### src/rtl/cmt_pkg.sv
// Shared constants for the compare-match timer: prescaler width, clock-select
// encodings and the prescaler bit mask that defines a tick for each encoding.
package cmt_pkg;

  localparam int PRE_W = 9;

  typedef enum logic [1:0] {
    CKS_DIV8   = 2'b00,
    CKS_DIV32  = 2'b01,
    CKS_DIV128 = 2'b10,
    CKS_DIV512 = 2'b11
  } cks_e;

  localparam logic [PRE_W-1:0] MASK_DIV8   = 9'h007;
  localparam logic [PRE_W-1:0] MASK_DIV32  = 9'h01F;
  localparam logic [PRE_W-1:0] MASK_DIV128 = 9'h07F;
  localparam logic [PRE_W-1:0] MASK_DIV512 = 9'h1FF;

  // A tick fires when every prescaler bit under this mask is one.
  function automatic logic [PRE_W-1:0] pre_mask(input logic [1:0] cks);
    logic [PRE_W-1:0] m;
    case (cks_e'(cks))
      CKS_DIV8:   m = MASK_DIV8;
      CKS_DIV32:  m = MASK_DIV32;
      CKS_DIV128: m = MASK_DIV128;
      default:    m = MASK_DIV512;
    endcase
    return m;
  endfunction

endpackage

### src/rtl/cmt_cnt_ctrl_if.sv
// One timer channel's control/status bundle. There is no valid/ready
// handshake: run enable, clock select and compare value are levels, set_cnt
// is a single-cycle strobe qualifying wdata_cnt, and cnt/cmf are registered.
interface cmt_cnt_ctrl_if #(
  parameter int CW = 16
);
  logic          str;
  logic [1:0]    cks;
  logic          set_cnt;
  logic [CW-1:0] wdata_cnt;
  logic [CW-1:0] cmp;
  logic [CW-1:0] cnt;
  logic          cmf;

  modport master (
    output str, cks, set_cnt, wdata_cnt, cmp,
    input  cnt, cmf
  );

  modport slave (
    input  str, cks, set_cnt, wdata_cnt, cmp,
    output cnt, cmf
  );
endinterface

### src/rtl/cmt_cnt_ch.sv
// One compare-match timer channel: free-running prescaler gated by str, an
// up-counter advanced on each tick, cleared with a one-cycle cmf on match.
module cmt_cnt_ch
  import cmt_pkg::*;
#(
  parameter int CW = 16
) (
  input  logic          clk,
  input  logic          rst_n,
  cmt_cnt_ctrl_if.slave ch
);

  logic [PRE_W-1:0] pre_q;
  logic [CW-1:0]    cnt_q;
  logic             cmf_q;
  logic [PRE_W-1:0] mask;
  logic             tick;

  assign mask = pre_mask(ch.cks);
  assign tick = ch.str && ((pre_q & mask) == mask);

  // A CPU write wins over a same-cycle tick and swallows its match.
  always_ff @(posedge clk or negedge rst_n) begin
    if (!rst_n) begin
      pre_q <= '0;
      cnt_q <= '0;
      cmf_q <= 1'b0;
    end else begin
      pre_q <= ch.str ? pre_q + 1'b1 : '0;
      cmf_q <= 1'b0;
      if (ch.set_cnt) begin
        cnt_q <= ch.wdata_cnt;
      end else if (tick) begin
        if (cnt_q == ch.cmp) begin
          cnt_q <= '0;
          cmf_q <= 1'b1;
        end else begin
          cnt_q <= cnt_q + 1'b1;
        end
      end
    end
  end

  assign ch.cnt = cnt_q;
  assign ch.cmf = cmf_q;

endmodule

### src/rtl/cmt_cnt_ctrl.sv
// Two-channel compare-match timer; each channel is an independent
// cmt_cnt_ch bound to its own cmt_cnt_ctrl_if bundle.
module cmt_cnt_ctrl
  import cmt_pkg::*;
#(
  parameter int CW = 16
) (
  input  logic          clk,
  input  logic          rst_n,
  input  logic          str0_i,
  input  logic          str1_i,
  input  logic [1:0]    cks0_i,
  input  logic [1:0]    cks1_i,
  input  logic          set_cnt0_i,
  input  logic          set_cnt1_i,
  input  logic [CW-1:0] wdata_cnt0_i,
  input  logic [CW-1:0] wdata_cnt1_i,
  input  logic [CW-1:0] const0_i,
  input  logic [CW-1:0] const1_i,
  output logic [CW-1:0] cnt0_o,
  output logic [CW-1:0] cnt1_o,
  output logic          cmf0_o,
  output logic          cmf1_o
);

  cmt_cnt_ctrl_if #(.CW(CW)) ch0_if ();
  cmt_cnt_ctrl_if #(.CW(CW)) ch1_if ();

  assign ch0_if.str       = str0_i;
  assign ch0_if.cks       = cks0_i;
  assign ch0_if.set_cnt   = set_cnt0_i;
  assign ch0_if.wdata_cnt = wdata_cnt0_i;
  assign ch0_if.cmp       = const0_i;

  assign ch1_if.str       = str1_i;
  assign ch1_if.cks       = cks1_i;
  assign ch1_if.set_cnt   = set_cnt1_i;
  assign ch1_if.wdata_cnt = wdata_cnt1_i;
  assign ch1_if.cmp       = const1_i;

  cmt_cnt_ch #(.CW(CW)) u_ch0 (
    .clk   (clk),
    .rst_n (rst_n),
    .ch    (ch0_if.slave)
  );

  cmt_cnt_ch #(.CW(CW)) u_ch1 (
    .clk   (clk),
    .rst_n (rst_n),
    .ch    (ch1_if.slave)
  );

  assign cnt0_o = ch0_if.cnt;
  assign cmf0_o = ch0_if.cmf;
  assign cnt1_o = ch1_if.cnt;
  assign cmf1_o = ch1_if.cmf;

endmodule

### config.mk
export PLATFORM = sky130hd
export DESIGN_NAME = cmt_cnt_ctrl
export DESIGN_NICKNAME = d
export VERILOG_FILES = /design/src/rtl/cmt_pkg.sv /design/src/rtl/cmt_cnt_ctrl_if.sv /design/src/rtl/cmt_cnt_ch.sv /design/src/rtl/cmt_cnt_ctrl.sv
export SDC_FILE = /design/constraint.sdc
export NUM_CORES = 1
export LEC_CHECK = 0
export CAP_MARGIN = 20
export CORE_UTILIZATION = 35
export CTS_BUF_LIST = sky130_fd_sc_hd__clkbuf_4
export CTS_CLUSTER_DIAMETER = 100
export CTS_CLUSTER_SIZE = 28
export DETAILED_ROUTE_END_ITERATION = 8
export PLACE_DENSITY = 0.65
export SLEW_MARGIN = 20
export SYNTH_ARGS = -nofsm -noshare
export SYNTH_HDL_FRONTEND = slang
export SYNTH_SLANG_ARGS = --single-unit
export TNS_END_PERCENT = 50
### constraint.sdc
create_clock -name clk -period 4.1 [get_ports clk]
set_input_delay 0.82 -clock clk [delete_from_list [all_inputs] [get_ports clk]]
set_output_delay 0.82 -clock clk [all_outputs]
set_load 0.02 [all_outputs]
==> out/qor.csv, run 1 <==
stage,metric,value,unit
placed_design,finalWeightedCongestion,0.812,
finish,diodes,0,
yosys,ys_warn_count,0,
cts,clk_latency,0.38,ns
floorplanning,core,9280,µm²
critical_path,setup.worst_path.start_class,input port,
job,maxCapViolations,0,
worst_hold_path,hp-class,input port to asynchronous set/reset pin,
finish,finalNetCount,532,
critical_path,cp.required,4.31,ns
power_and_ir_drop,finalPower,1.24,mW
placed_design,dp_cells,576,
power_and_ir_drop,ir_drop,0.153,mV
cts,ctsResizeCount,0,
drt,postRouteAntennaNets,0,
floorplanning,fp.dieW,100,µm
yosys,synth-main-ff-cell,dfrtp_1,
yosys,async_flop_share,1.00,
sta,min_period_over_period,0.677,
cts,hold_buffers,0,
critical_path,ff2ff_path_depth,5,
sta,period_needed,2.78,ns
global_routing,grt_start_max_net_pins,35,
cts,ctsRootBufferMaster,clkbuf_4,
drt,via_per_inst,5.14,
drt,wl,8730,µm
floorplanning,ios,108,
yosys,ys_seq_area_frac,0.387,
sta,worst_slew_pin_slew,0.752,ns
sta,slew_headroom,0.499,
yosys,synth_cells,356,
cts,postCtsSetupBuffers,0,
global_routing,antenna_found_initial,0,
yosys,ys_types,33,
critical_path,path_class,input port to flip-flop,
sta,finClkSkew,0.0199,ns
cts,cts_buffers,5,
cts,cts.sinks,52,
finish,drive_gt1_frac,0.0747,
finish,regArea,1300,µm²
cts,clk_pin_slew,0.15,ns
global_routing,grt_pass1_vias,2896,
power_and_ir_drop,powerDensity,270,nW/µm²
yosys,netlist_area,3360,µm²
floorplanning,die_area,10000,µm²
placed_design,io_buffers,107,
critical_path,cp-end-kind,flip-flop,
critical_path,worstReg2RegEnd,u_ch0.ch.cnt[2],
global_routing,grt_pass1_wl,14300,µm
yosys,ys_ff_latch,52,
global_routing,grtUsageTotal,0.178,
finish,fillerInstances,893,
power_and_ir_drop,power_leakage,1.77,nW
floorplanning,start_util,0.362,
sta,hold_viol_final,0,
finish,syn2layout_area_growth,36.5,%
sta,timing.setup.tns,0,ns
critical_path,reg2reg_setup_slack,1.65,ns
placed_design,hpwlAfterDp,6400,µm
global_routing,grt_overflow,0,
floorplanning,num_rows,35,
finish,multiInputGateArea,1940,µm²
critical_path,cp.arrival,2.99,ns
yosys,avgSynthCellArea,9.44,µm²
sta,max_freq,0.360,GHz
cts,clock_path_buffers,2,
cts,tritoncts,built,
status,status,finished clean,
drt,vias,3004,
drt,wire_per_inst,14.9,µm
drt,first_pass_iters,6,
drt,first_iter_violations,89,
floorplanning,die_height,100,µm
sta,setup_viol,0,
finish,fin_cells,584,
yosys,synth-edff-count,0,
sta,rsz0062_at_grt,false,
sta,slew_viol_final,0,
critical_path,worst-path-max-fanout,15,
drt,remaining_drc_errors,0,
critical_path,worstReg2RegStart,u_ch0.ch.cnt[0],
yosys,syn-num-nets,434,
cts,htreeDepth,2,
how the worst max path moves through the flow:
stage	end	from	depth (start not counted)	slack [ns]
after detailed placement	u_ch0.ch.cnt[4]	const0_i[13]	6	0.97
after global placement	u_ch0.ch.cnt[7]	const0_i[13]	6	0.94
final	u_ch0.ch.cnt[2]	const0_i[13]	6	1.32
after CTS	u_ch0.ch.cnt[2]	const0_i[13]	6	1.37
after floorplan	u_ch0.ch.cnt[10]	cks0_i[0]	7	1.91
after global routing	u_ch1.ch.cnt[14]	str1_i	6	1.19
state kept, by name, summed over array words and instances, names as in the netlist:
signal,cells
u_ch1.ch.cmf,1
u_ch1.ch.cnt,16
u_ch0.pre_q,9
u_ch1.pre_q,9
u_ch0.ch.cnt,16
u_ch0.ch.cmf,1
power breakdown:
part	internal [mW]	total [mW]	switching (mW)
logic	0.189	0.335	0.146
clock network	0.127	0.293	0.166
registers	0.545	0.610	0.0653
total	0.862	1.24	0.377
cell usage in the layout (no fill, tap or decap):
| cell | count |
|---|---|
| a21boi_0 | 6 |
| a21oi_1 | 4 |
| a21oi_2 | 1 |
| and2_1 | 13 |
| and3_1 | 9 |
| and4_1 | 2 |
| buf_2 | 1 |
| buf_4 | 3 |
| bufinv_16 | 1 |
| clkbuf_4 | 5 |
| clkdlybuf4s50_1 | 106 |
| clkinv_2 | 1 |
| clkinvlp_4 | 1 |
| dfrtp_1 | 52 |
| ha_1 | 4 |
| inv_1 | 3 |
| nand2_1 | 77 |
| nand2_2 | 1 |
| nand3_1 | 14 |
| nand4_1 | 15 |
| nand4_2 | 1 |
| nand4_4 | 1 |
| nor2_1 | 7 |
| nor2b_1 | 4 |
| nor3_1 | 4 |
| nor3b_1 | 2 |
| nor4_1 | 2 |
| o21ai_0 | 5 |
| o21ai_1 | 2 |
| o221ai_1 | 12 |
| o221ai_2 | 18 |
| or3_1 | 8 |
| xnor2_1 | 49 |
| xor2_1 | 21 |
kinds of logic (layout without fill, tap and decap cells):
group	after synthesis	in the layout	synth area share
compound gates	48	48	0.144
flops	52	52	0.387
simple gates	160	160	0.237
fa+ha+maj	4	4	0.0149
buf+inv	22	121	0.0342
xor+xnor	70	70	0.182
synthesized netlist by cell type (2+ instances only):
library cell	n	share of area
o21ai_0	5	0.0074
inv_1	3	0.0034
buf_1	2	0.0022
nor3b_1	2	0.0045
a21oi_1	4	0.0060
o221ai_2	18	0.080
nand4_1	15	0.028
nor2_1	7	0.0078
or3_1	8	0.015
clkbuf_1	9	0.010
and2_1	13	0.024
dfrtp_1	52	0.39
o21ai_1	2	0.0030
nor3_1	4	0.0060
buf_6	2	0.0067
nor2b_1	4	0.0074
nand3_1	14	0.021
nor4_1	2	0.0037
buf_2	4	0.0060
and3_1	9	0.017
ha_1	4	0.015
and4_1	2	0.0052
a21boi_0	6	0.013
nand2_1	77	0.086
xnor2_1	49	0.13
xor2_1	21	0.055
o221ai_1	12	0.031
final cells by class:
type | count | share of cell area
Timing Repair Buffer | 110 | 0.237
Sequential cell | 52 | 0.284
Multi-Input combinational cell | 282 | 0.424
Inverter | 3 | 0.00245
Tap cell | 129 | 0.0352
Clock buffer | 5 | 0.00818
Clock inverter | 3 | 0.00927
worst max-delay path, stage by stage:
cell and delay [ns]:
clkdlybuf4s50_1 0.44, xnor2_1 0.22, nand4_1 0.11, nor4_1 0.51, or3_1 0.68, o221ai_1 0.21
metal layers:
metal | vias to the layer above | routed length (µm) | global-route usage
met5 | - | 0 | 0
met4 | 0 | 69 | 0.0390
met3 | 6 | 682 | 0.0411
met2 | 111 | 4020 | 0.302
met1 | 1444 | 3960 | 0.232
li1 | 1443 | - | -
through the flow:
stage	setup slack, ns	instance area [µm²]	util	hold WS, ns
3_5_place_dp	0.970	4510	0.485	0.455
3_3_place_gp	0.941	4510	0.485	0.448
5_1_grt	1.19	4590	0.494	0.401
4_1_cts	1.37	4590	0.494	0.379
2_1_floorplan	1.91	3360	-	0.431
6_report	1.32	4590	0.494	0.385
Note: power is estimated with default switching activity, not from simulation.
==> run 2, diff against run 1 <==
==> constraint.sdc (replaced) <==
create_clock -name clk -period 2.8 [get_ports clk]
set_input_delay 0.56 -clock clk [delete_from_list [all_inputs] [get_ports clk]]
set_output_delay 0.56 -clock clk [all_outputs]
set_load 0.02 [all_outputs]
==> run 2 against run 1 <==
Sequential power increased by 46%. Final area up 0.90%. Sequential share of layout area shrank 0.25 points. Global-route usage increased by 0.52 points. Non-clock buffer count increased by 8. Setup slack got worse by 0.72 ns. Cell count grew 1.4%. Worst hold slack worse by 0.10 ns. Sequential cell count unchanged.
==> out/qor.csv, run 2 (synthesized netlist as in run 1, its figures left out) <==
stage,metric,value,unit,change
cts,cts_buffers,5,,unchanged
critical_path,slowest_delay,0.68,ns,about the same
finish,mostFrequentLayoutCells,"clkdlybuf4s50_1, nand2_1, dfrtp_1, xnor2_1, xor2_1",,unchanged
floorplanning,core,9280,µm²,unchanged
sta,setup_viol,0,,unchanged
cts,clk_latency,0.38,ns,about the same
finish,finalNetCount,540,,was 532
drt,vias,2995,,was 3004
critical_path,worstReg2RegEnd,u_ch0.ch.cnt[8],,was u_ch0.ch.cnt[2]
global_routing,antenna_found_initial,0,,unchanged
sta,slew_headroom,0.545,,was 0.499
critical_path,cp.arrival,1.64,ns,was 2.99 ns
placed_design,finalWeightedCongestion,0.806,,was 0.812
cts,postCtsSetupBuffers,0,,unchanged
sta,max_freq,0.455,GHz,
cts,tritoncts,built,,unchanged
critical_path,critical_path_cell_count,1,,was 6
placed_design,dp_cells,584,,was 576
cts,cts.sinks,52,,unchanged
drt,via_per_inst,5.06,,was 5.14
critical_path,crit_chain,clkdlybuf4s50_1,,was clkdlybuf4s50_1 -> xnor2_1 -> nand4_1 -> nor4_1 -> or3_1 -> o221ai_1
finish,diodes,0,,unchanged
drt,remaining_drc_errors,0,,unchanged
critical_path,setup.worst_path.start_class,flip-flop,,was input port
critical_path,critPathBufInv,1,,unchanged
drt,wl,9000,µm,was 8730 µm
critical_path,cp-startpoint,u_ch0.ch.cnt[0],,was const0_i[13]
global_routing,grt_start_max_net_pins,53,,was 35
floorplanning,die_height,100,µm,unchanged
critical_path,path_class,flip-flop to output pin,,was input port to flip-flop
cts,ctsRootBufferMaster,clkbuf_4,,unchanged
critical_path,cp.required,2.24,ns,was 4.31 ns
finish,drive_gt1_frac,0.0907,,was 0.0747
power_and_ir_drop,finalPower,1.75,mW,was 1.24 mW
sta,rsz0062_at_grt,false,,unchanged
sta,finClkSkew,0.00394,ns,was 0.0199 ns
global_routing,grt_pass1_wl,14600,µm,was 14300 µm
sta,worst_slew_pin_slew,0.682,ns,was 0.752 ns
critical_path,crit_end,cnt0_o[0],,was u_ch0.ch.cnt[2]
cts,ctsResizeCount,0,,unchanged
power_and_ir_drop,ir_drop,0.202,mV,was 0.153 mV
sta,min_period_over_period,0.785,,
power_and_ir_drop,power_leakage,1.79,nW,was 1.77 nW
sta,period_needed,2.20,ns,
global_routing,grt_pass1_vias,2907,,was 2896
critical_path,worstReg2RegStart,u_ch0.ch.cnt[0],,unchanged
status,status,finished clean,,unchanged
critical_path,path_delay_family,buffers and inverters,,was simple AND/OR/NAND/NOR gates
sta,timing.setup.tns,0,ns,unchanged
placed_design,io_buffers,107,,unchanged
power_and_ir_drop,powerDensity,379,nW/µm²,was 270 nW/µm²
placed_design,place_ws,0.321,ns,was 0.970 ns
finish,final_common_cell,clkdlybuf4s50_1,,unchanged
placed_design,hpwlAfterDp,6640,µm,was 6400 µm
critical_path,ff2ff_path_depth,6,,was 5
critical_path,worst-path-max-fanout,9,,was 15
floorplanning,die_area,10000,µm²,unchanged
finish,fin_cells,592,,was 584
sta,whs,0.282,ns,was 0.385 ns
finish,syn2layout_area_growth,37.7,%,was 36.5%
drt,first_iter_violations,61,,was 89
global_routing,grtUsageTotal,0.184,,was 0.178
floorplanning,ios,108,,unchanged
floorplanning,num_rows,35,,unchanged
cts,clk_pin_slew,0.17,ns,was 0.15 ns
drt,postRouteAntennaNets,0,,unchanged
sta,slew_viol_final,0,,unchanged
sta,worst_slack,0.601,ns,was 1.32 ns
worst_hold_path,hp-class,input port to asynchronous set/reset pin,,unchanged
global_routing,grt_overflow,0,,unchanged
floorplanning,fp.dieW,100,µm,unchanged
floorplanning,start_util,0.362,,unchanged
cts,clock_path_buffers,2,,unchanged
drt,first_pass_iters,5,,was 6
critical_path,reg2reg_setup_slack,0.84,ns,was 1.65 ns
cts,htreeDepth,2,,unchanged
cts,hold_buffers,0,,unchanged
drt,wire_per_inst,15.2,µm,was 14.9 µm
job,maxCapViolations,0,,unchanged
critical_path,slowest_stage,clkdlybuf4s50_1,,was or3_1
critical_path,cp-end-kind,output pin,,was flip-flop
finish,fillerInstances,890,,was 893
sta,hold_viol_final,0,,unchanged
## run 2: cell types whose count changed in the layout (fill, tap and decap cells not counted), sizes merged
cell      before  now
buf            4   12
clkinvlp       1    2
bufinv         1    0
## run 2: final cells by class
class	count	area [µm²]	area share
multi-input combinational	282	1940	0.420
sequential	52	1300	0.281
timing repair buffer	118	1150	0.248
tap	129	161	0.0349
clock buffer	5	37.5	0.00811
clock inverter	3	23.8	0.00514
inverter	3	11.3	0.00243
## run 2: through the flow
step            util  instance area [µm²]
2_1_floorplan      -                 3360
3_3_place_gp   0.492                 4570
3_5_place_dp   0.492                 4570
4_1_cts        0.499                 4630
5_1_grt        0.499                 4630
6_report       0.499                 4630
## run 2: power breakdown
group	total, mW	switching (mW)	internal, mW	leakage [nW]
clock network	0.368	0.268	0.0996	0.0274
registers	0.893	0.0948	0.798	0.662
logic	0.493	0.215	0.278	1.10
## run 2: routing by layer
metal | routed length (µm) | up-vias | global-route usage
li1 | - | 1460 | -
met1 | 4090 | 1421 | 0.246
met2 | 4300 | 109 | 0.316
met3 | 551 | 5 | 0.0327
met4 | 51 | 0 | 0.0301
met5 | 0 | - | 0
## run 2: worst min-delay path by stage
stage / startpoint / to / depth (start not counted)
floorplan: rst_n / u_ch0.ch.cmf / 0
global placement: u_ch0.pre_q[0] / u_ch0.pre_q[0] / 1
detailed placement: u_ch0.pre_q[0] / u_ch0.pre_q[0] / 1
CTS: rst_n / u_ch1.pre_q[4] / 2
global route: rst_n / u_ch1.ch.cnt[12] / 2
finish: rst_n / u_ch1.ch.cnt[12] / 2
## run 2: worst reg2reg max path, delay by kind of cell, from the launching register on
| family | cells | cell delay (ns) |
|---|---|---|
| AO/OA/AOI/OAI | 1 | 0.13 |
| XOR/XNOR | 1 | 0.17 |
| buffers and inverters | 1 | 0.20 |
| flip-flops | 1 | 0.58 |
| AND/OR/NAND/NOR | 3 | 0.77 |
==> run 3, diff against run 2 <==
--- a/config.mk
+++ b/config.mk
@@ -11,7 +11,7 @@
 export CTS_CLUSTER_DIAMETER = 100
 export CTS_CLUSTER_SIZE = 28
 export DETAILED_ROUTE_END_ITERATION = 8
-export PLACE_DENSITY = 0.65
+export PLACE_DENSITY = 0.68
 export SLEW_MARGIN = 20
 export SYNTH_ARGS = -nofsm -noshare
 export SYNTH_HDL_FRONTEND = slang
==> constraint.sdc (replaced) <==
create_clock -name clk -period 2 [get_ports clk]
set_input_delay 0.4 -clock clk [delete_from_list [all_inputs] [get_ports clk]]
set_output_delay 0.4 -clock clk [all_outputs]
set_load 0.02 [all_outputs]
==> run 3 against run 2 <==
Non-clock buffer count rose by 26. Largest cell class unchanged. Sequential power rose by 35%. Power rose by 41%. Critical path type unchanged.
==> out/qor.csv, run 3 (synthesized netlist as in run 1, its figures left out) <==
stage,metric,value,unit,change
power_and_ir_drop,p_switching,0.783,mW,was 0.578 mW
finish,syn2layout_area_growth,44.9,%,was 37.7%
critical_path,cp-end-kind,output pin,,unchanged
drt,wire_per_inst,15.2,µm,about the same
sta,slew_headroom,0.588,,was 0.545
drt,wl,9390,µm,was 9000 µm
power_and_ir_drop,seq_power_share,0.489,,was 0.509
global_routing,grt_pass1_vias,3225,,was 2907
floorplanning,num_rows,35,,unchanged
sta,hold_viol_final,0,,unchanged
floorplanning,core,9280,µm²,unchanged
global_routing,grt_pass1_wl,15400,µm,was 14600 µm
placed_design,dp_cells,609,,was 584
placed_design,dpl_cell_area,4780,µm²,was 4570 µm²
critical_path,cp.arrival,1.52,ns,was 1.64 ns
sta,slew_viol_final,0,,unchanged
critical_path,cp.required,1.60,ns,was 2.24 ns
global_routing,grt_overflow,0,,unchanged
placed_design,place_ws,-0.223,ns,was 0.321 ns
floorplanning,start_util,0.362,,unchanged
drt,via_per_inst,5.12,,was 5.06
placed_design,io_buffers,107,,unchanged
finish,multiInputGateArea,1950,µm²,was 1940 µm²
global_routing,antenna_found_initial,0,,unchanged
critical_path,setup.worst_path.start_class,flip-flop,,unchanged
power_and_ir_drop,p_clk_frac,0.188,,was 0.210
floorplanning,die_area,10000,µm²,unchanged
critical_path,path_class,flip-flop to output pin,,unchanged
floorplanning,ios,108,,unchanged
finish,diodes,0,,unchanged
sta,rsz0062_at_grt,true,,was false
sta,whs,0.468,ns,was 0.282 ns
cts,cts.sinks,52,,unchanged
finish,fillerInstances,863,,was 890
cts,htreeDepth,2,,unchanged
finish,final_common_cell,clkdlybuf4s50_1,,unchanged
job,maxCapViolations,0,,unchanged
sta,finClkSkew,0.0211,ns,was 0.00394 ns
power_and_ir_drop,p_int,1.69,mW,was 1.18 mW
sta,max_freq,0.521,GHz,
cts,tritoncts,built,,unchanged
floorplanning,fp.dieW,100,µm,unchanged
sta,worst_slew_pin_slew,0.619,ns,was 0.682 ns
sta,setup_viol,0,,unchanged
finish,regArea,1310,µm²,was 1300 µm²
power_and_ir_drop,finalPower,2.47,mW,was 1.75 mW
power_and_ir_drop,p_comb_frac,0.323,,was 0.281
global_routing,grtUsageTotal,0.196,,was 0.184
sta,period_needed,1.92,ns,
power_and_ir_drop,ir_drop,0.283,mV,was 0.202 mV
finish,drive_gt1_frac,0.154,,was 0.0907
status,status,finished clean,,unchanged
sta,timing.setup.tns,0,ns,unchanged
drt,vias,3162,,was 2995
global_routing,grt_start_max_net_pins,34,,was 53
finish,mostFrequentLayoutCells,"clkdlybuf4s50_1, nand2_1, xnor2_1, dfrtp_1, buf_4",,"was clkdlybuf4s50_1, nand2_1, dfrtp_1, xnor2_1, xor2_1"
finish,fin_cells,617,,was 592
drt,postRouteAntennaNets,0,,unchanged
drt,first_pass_iters,4,,was 5
drt,first_iter_violations,73,,was 61
finish,fin_area,4870,µm²,was 4630 µm²
floorplanning,die_height,100,µm,unchanged
finish,fin_util,0.525,,was 0.499
critical_path,worst-path-max-fanout,5,,was 9
cts,clock_path_buffers,2,,unchanged
worst_hold_path,hp-class,flip-flop to flip-flop,,was input port to asynchronous set/reset pin
cts,ctsRootBufferMaster,clkbuf_4,,unchanged
sta,min_period_over_period,0.960,,
finish,finalNetCount,566,,was 540
power_and_ir_drop,power_leakage,2.00,nW,was 1.79 nW
placed_design,hpwlAfterDp,7250,µm,was 6640 µm
cts,clk_pin_slew,0.15,ns,was 0.17 ns
drt,remaining_drc_errors,0,,unchanged
cts,postCtsSetupBuffers,0,,unchanged
power_and_ir_drop,switching_share,0.317,,was 0.329
cts,clk_latency,0.37,ns,was 0.38 ns
placed_design,finalWeightedCongestion,0.862,,was 0.806
sta,worst_slack,0.0795,ns,was 0.601 ns
cts,cts_buffers,5,,unchanged
power_and_ir_drop,powerDensity,507,nW/µm²,was 379 nW/µm²
==> run 3: changes by cell type in the layout (fill, tap and decap cells not counted), moves of 2 or more <==
cell             change
buf_4               +23
dlymetal6s2s_1       +7
buf_12               +2
clkdlybuf4s50_1      -9
dfrtp_1              -7
dfrtp_2              +7
dlygate4sd2_1        +2
==> run 3: worst max-delay path, cell delays in order (launching register included) <==
cell and delay [ns]:
dfrtp_1 0.39, buf_4 0.15, clkdlybuf4s50_1 0.61
==> run 3: final timing paths <==
check,from,endpoint,slack [ns],cells past startpoint
hold / removal,u_ch0.pre_q[0],u_ch0.pre_q[0],0.47,1
max in group asynchronous,rst_n,u_ch0.pre_q[8],0.85,3
hold reg to reg,u_ch0.pre_q[0],u_ch0.pre_q[0],0.47,1
setup reg to reg,u_ch1.pre_q[0],u_ch1.ch.cnt[6],0.14,7
setup / recovery,u_ch0.ch.cnt[7],cnt0_o[7],0.08,2
min in group asynchronous,rst_n,u_ch1.ch.cnt[12],0.57,2
==> run 3: metal layers <==
| metal | part of all wire | wire (µm) | GRT usage |
|---|---|---|---|
| met1 | 0.44 | 4170 | 0.241 |
| met2 | 0.49 | 4620 | 0.346 |
| met3 | 0.052 | 484 | 0.0411 |
| met4 | 0.013 | 122 | 0.0557 |
| met5 | 0 | 0 | 0 |
==> run 3: what timing repair did <==
action,4_1_cts,5_1_grt
endpoints found under the hold margin,3,0
endpoints found under the setup margin,2,22
gates resized for setup,2,16
hold buffers,1,0
==> run 3: area by class of cell <==
type / instances / share of cell area
clock buffers: 5 / 0.00771
clock inverters: 2 / 0.00257
flip-flops and latches: 52 / 0.269
repair buffers: 144 / 0.285
multi-input cells: 282 / 0.401
inverters: 3 / 0.00231
well taps: 129 / 0.0331
==> run 3: power by group through the flow <==
stage	Clock [mW]	Sequential (mW)	Combinational, mW
2_1_floorplan	0	1.30	0.299
3_3_place_gp	0	1.22	0.789
3_5_place_dp	0	1.23	0.801
4_1_cts	0.492	1.20	0.805
5_1_grt	0.535	1.22	0.865
6_report	0.464	1.21	0.797
